--- src/rtl/ppu_write_queue.sv ---
// ppu_write_queue: buffers CPU writes to PPU memories and releases them only during vblank.
//
// Ports:
//   clk, reset          system clock; synchronous active-high reset
//   avs_chipselect      Avalon slave select
//   avs_write/avs_read  Avalon write / read strobes
//   avs_address         Avalon word address (CSR_ADDR selects the control/status register)
//   avs_writedata       Avalon write data
//   avs_readdata        registered CSR read data, valid the cycle after the read
//   avs_waitrequest     stalls a PPU-bound write while the queue is full
//   vblank              vertical blank level; queued writes drain only while high
//   ppu_chipselect      one-cycle pulse per drained entry
//   ppu_write           same as ppu_chipselect
//   ppu_address         address of the drained entry
//   ppu_write_data      data of the drained entry
//   irq                 frame interrupt level, held until cleared through the CSR
module ppu_write_queue #(
    parameter int                DEPTH    = 64,
    parameter int                ADDR_W   = 12,
    parameter int                DATA_W   = 32,
    parameter logic [ADDR_W-1:0] CSR_ADDR = 12'hFFF
) (
    input  logic              clk,
    input  logic              reset,
    input  logic              avs_chipselect,
    input  logic              avs_write,
    input  logic              avs_read,
    input  logic [ADDR_W-1:0] avs_address,
    input  logic [DATA_W-1:0] avs_writedata,
    output logic [DATA_W-1:0] avs_readdata,
    output logic              avs_waitrequest,
    input  logic              vblank,
    output logic              ppu_chipselect,
    output logic              ppu_write,
    output logic [ADDR_W-1:0] ppu_address,
    output logic [DATA_W-1:0] ppu_write_data,
    output logic              irq
);
    localparam int PW = $clog2(DEPTH);
    localparam int CW = PW + 1;

    typedef enum logic {IDLE, DRAIN} state_t;

    state_t                   state, state_d;
    logic [ADDR_W+DATA_W-1:0] mem [DEPTH];
    logic [PW-1:0]            wr_ptr, rd_ptr;
    logic [CW-1:0]            count;
    logic                     full, empty, is_csr, ppu_req, csr_wr, csr_rd;
    logic                     push, pop, last_pop, rise;
    logic                     vblank_q, irq_en, irq_pending, overflow;
    logic [7:0]               count8;
    logic [31:0]              status;

    assign full            = count == CW'(DEPTH);
    assign empty           = count == '0;
    assign is_csr          = avs_address == CSR_ADDR;
    assign ppu_req         = avs_chipselect & avs_write & ~is_csr;
    assign csr_wr          = avs_chipselect & avs_write & is_csr;
    assign csr_rd          = avs_chipselect & avs_read & is_csr;
    // A pop in the same cycle does not release a full queue early.
    assign avs_waitrequest = ppu_req & full;
    assign push            = ppu_req & ~full;
    assign pop             = (state == DRAIN) & vblank & ~empty;
    assign last_pop        = pop & ~push & (count == CW'(1));
    assign rise            = vblank & ~vblank_q;
    assign count8          = 8'(count);
    assign status          = {16'b0, count8, 4'b0, full, empty, irq_en, irq_pending};
    assign ppu_write       = ppu_chipselect;
    assign irq             = irq_pending;

    always_comb begin
        state_d = state;
        if (state == IDLE)
            state_d = (vblank && !empty) ? DRAIN : IDLE;
        else
            state_d = (vblank && !empty && !last_pop) ? DRAIN : IDLE;
    end

    always_ff @(posedge clk) begin
        if (push)
            mem[wr_ptr] <= {avs_address, avs_writedata};
    end

    always_ff @(posedge clk) begin
        if (reset) begin
            state          <= IDLE;
            wr_ptr         <= '0;
            rd_ptr         <= '0;
            count          <= '0;
            vblank_q       <= 1'b0;
            irq_en         <= 1'b0;
            irq_pending    <= 1'b0;
            overflow       <= 1'b0;
            avs_readdata   <= '0;
            ppu_chipselect <= 1'b0;
            ppu_address    <= '0;
            ppu_write_data <= '0;
        end else begin
            state          <= state_d;
            wr_ptr         <= push ? wr_ptr + PW'(1) : wr_ptr;
            rd_ptr         <= pop ? rd_ptr + PW'(1) : rd_ptr;
            count          <= count + CW'(push) - CW'(pop);
            vblank_q       <= vblank;
            irq_en         <= csr_wr ? avs_writedata[1] : irq_en;
            // A rising edge beats a clear arriving in the same cycle.
            irq_pending    <= (rise & irq_en) ? 1'b1 : (csr_wr & avs_writedata[0]) ? 1'b0 : irq_pending;
            overflow       <= avs_waitrequest ? 1'b1 : (csr_wr & avs_writedata[2]) ? 1'b0 : overflow;
            avs_readdata   <= csr_rd ? DATA_W'(status) : '0;
            ppu_chipselect <= pop;
            {ppu_address, ppu_write_data} <= pop ? mem[rd_ptr] : '0;
        end
    end
endmodule

--- config.mk ---
export PLATFORM = sky130hd
export DESIGN_NAME = ppu_write_queue
export DESIGN_NICKNAME = d
export VERILOG_FILES = /design/src/rtl/ppu_write_queue.sv
export SDC_FILE = /design/constraint.sdc
export NUM_CORES = 2
export LEC_CHECK = 0
export CAP_MARGIN = 20
export CORE_MARGIN = 3
export CORE_UTILIZATION = 25
export CTS_CLUSTER_SIZE = 20
export DETAILED_ROUTE_END_ITERATION = 6
export GPL_TIMING_DRIVEN = 0
export HOLD_SLACK_MARGIN = 0.06
export PLACE_DENSITY_LB_ADDON = 0.05
export SETUP_SLACK_MARGIN = 0.05
export SYNTH_ARGS = -nofsm -noshare
export SYNTH_HDL_FRONTEND = slang
export SYNTH_SLANG_ARGS = --single-unit
--- constraint.sdc ---
create_clock -name clk -period 3.7 [get_ports clk]
set_input_delay 0.37 -clock clk [delete_from_list [all_inputs] [get_ports clk]]
set_output_delay 0.37 -clock clk [all_outputs]
set_load 0.005 [all_outputs]
==> impl_metrics.toml <==
[logic_synthesis]
synth_cell_types = 62
synth_seq_cells = 2895
synth-main-ff-cell = "edfxtp_1"
netlist_area_um2 = 110000
synth_edf_count = 2816
yosysSeqAreaShare_pct = 78.2
syn_area_per_cell_um2 = 22.1
async_flop_share_pct = 0
synthTopCellsByArea = "edfxtp_1, mux4_2, mux2i_1"
synth_area_leader_cell = "edfxtp_1"
synth_warnings = 0
synth_cells = 4988
yosysTopAreaCellShare_pct = 76.8

[routing]
firstDrtPassIters = 5
drt_iter0_drc = 7296
routed_wl_mm = 503
antenna_left = 0
via_per_inst = 4.85
vias = 58514
remaining_drc_errors = 0
wl_per_cell_um = 41.8

[worst_hold_path]
hp-class = "input pin to flop"

[worst_setup_path]
required_ns = 4.56
critical_path_class = "flop to flop"
r2r_slack_ns = 0.03
crit_arrival_ns = 4.53
crit_chain = "buf_6 -> buf_4 -> buf_4 -> buf_4 -> buf_6 -> a211oi_1 -> o31ai_2 -> a32o_1"
start_kind = "flop"
slowest_stage = "o31ai_2"
critical_path.endpoint_type = "flop"
worst-path-buf-inv = 5
worst_path_most_repeated_cell = "buf_4"
slowest_delay_ns = 0.63
cp_top_family = "buffers and inverters"
path_max_fanout = 10

[cts]
clkTransAtPathRegs_ns = 0.06
cts.sinks = 2895
cts_buffers = 351
root_buffer = "clkbuf_16"
cts_tree = "done"
worst_skew_pair.late_latency_ns = 0.96
htreeDepth = 5
clock_path_buffers = 4

[final_layout]
multiInputGateArea_um2 = 22900
fillCellCount = 42264
syn2layout_area_growth_pct = 25.1
fin_cells = 12058
drive_gt1_share_pct = 30.0
layout.nets = 5939
regArea_um2 = 86100

[sta]
min_period_over_period_pct = 99.3
fmax_mhz = 272
finalHoldViolations = 0
min_period_ns = 3.67
drv_slew = 0
finalClockSkew_ns = 0.0359
slew_headroom_pct = 22.8
rsz0062_at_grt = "true"
setup_viol = 0
worstMarginPinSlew_ns = 1.16

[place]
hpwl_mm = 355
port_buffers = 108
placed_cells = 11281
gp_congestion = 0.756

[run_status]
status = "complete, no violations"

[power_and_ir_drop]
power_w = 0.0760
ir_drop_uv = 329
power.leakage_nw = 41.7
power_density_nw_per_um2 = 552

[grt]
grt_pass1_wl_mm = 640
antenna_found_initial = 71
grt_pass1_vias = 58721
grt_max_degree = 65
overflow = 0
grtUsageTotal_pct = 22.0

[floorplanning]
fp.dieArea_um2 = 448000
core_um2 = 438000
ios = 130
die_w_um = 670
die_y_um = 670
rows = 243
start_util_pct = 25.1

[run]
cap_violations = 0
[final timing paths]
path             startpoint                 end  cells past startpoint
max               rd_ptr[1]  ppu_write_data[30]                      8
max reg2reg       rd_ptr[1]  ppu_write_data[30]                      8
min          avs_address[9]         mem[12][41]                      2
min reg2reg        count[5]    avs_readdata[13]                      1
[cell families (layout without fill, tap and decap cells)]
kind of cell	after synthesis	count (layout)	synth area share (%)
AO/OA/AOI/OAI	566	566	3.64
flip-flops	2895	2895	78.2
multiplexers	932	932	15.0
AND/OR/NAND/NOR	253	253	1.14
other	1	34	0.00341
XOR/XNOR	13	13	0.103
buffers and inverters	316	1473	1.70
adder cells (fa/ha/maj)	12	12	0.143
[repair_timing]
action,4_1_cts,5_1_grt
endpoints found under the hold margin,1692,0
resized for setup,126,9
pin swaps,19,6
setup buffers,44,14
hold buffers,63,0
endpoints found under the setup margin,1030,129
[routing by layer]
| layer | vias to the layer above | share of wire, % | global-route usage, % |
|---|---|---|---|
| li1 | 22974 | - | - |
| met1 | 32958 | 44 | 30.2 |
| met2 | 2129 | 49 | 37.5 |
| met3 | 449 | 5.0 | 2.73 |
| met4 | 4 | 1.9 | 4.10 |
| met5 | - | 0.0054 | 0 |
[power by group]
| group | switching (W) | total (W) | internal, W |
|---|---|---|---|
| registers | 0.0000729 | 0.0362 | 0.0361 |
| clock network | 0.0143 | 0.0342 | 0.0198 |
| logic | 0.00354 | 0.00566 | 0.00212 |
[metrics by stage]
step           TNS (ns)  hold WS [ns]  util (%)  cell area [µm²]  setup slack (ns)
6_report              0         0.150      31.4           138000            0.0277
5_1_grt               0         0.111      31.4           138000            0.0382
4_1_cts               0        0.0619      31.3           137000            0.0456
3_5_place_dp   -2487.58         0.492      28.4           125000             -1.45
3_3_place_gp          -         0.501      27.1           119000            -10.97
2_1_floorplan         0         0.453         -           110000            0.0146
[state kept, by name, summed over array words and instances, names as in the netlist]
| name | count |
|---|---|
| vblank_q | 1 |
| avs_readdata | 11 |
| ppu_address | 12 |
| irq | 1 |
| ppu_chipselect | 1 |
| rd_ptr | 6 |
| wr_ptr | 6 |
| irq_en | 1 |
| count | 7 |
| ppu_write_data | 32 |
| mem | 2816 |
| state | 1 |
[synthesized netlist by cell type, drive strengths merged (13+ instances only)]
| master | count |
|---|---|
| mux2 | 16 |
| buf | 224 |
| nor2b | 35 |
| a32o | 18 |
| nand2 | 38 |
| nor2 | 91 |
| o221ai | 60 |
| a22oi | 57 |
| a21oi | 103 |
| nor3 | 16 |
| clkbuf | 81 |
| o22a | 13 |
| nand2b | 14 |
| and2 | 14 |
| o21ai | 52 |
| a211oi | 89 |
| mux4 | 574 |
| dfxtp | 79 |
| o22ai | 98 |
| a22o | 36 |
| mux2i | 342 |
| edfxtp | 2816 |
[cells in the final DEF (no fill, tap or decap), drive strengths merged, types with 38 or more instances in the layout]
master         count
mux4             574
nor2              91
o21ai             52
buf              617
dlygate4sd3       54
clkinv           145
a22oi             57
mux2i            342
dfxtp             79
a211oi            89
clkdlybuf4s50     64
o22ai             98
o221ai            60
a21oi            103
edfxtp          2816
clkbuf           542
nand2             38
[cell type report]
cell class	count	area share, %
Sequential cell	2895	62.6
Multi-Input combinational cell	1797	16.6
Clock buffer	458	6.90
Timing Repair Buffer	517	5.80
Tap cell	5880	5.34
Buffer	304	1.50
Clock inverter	183	1.24
Inverter	11	0.0345
Antenna cell	13	0.0236
Note: power is estimated with default switching activity, not from simulation.
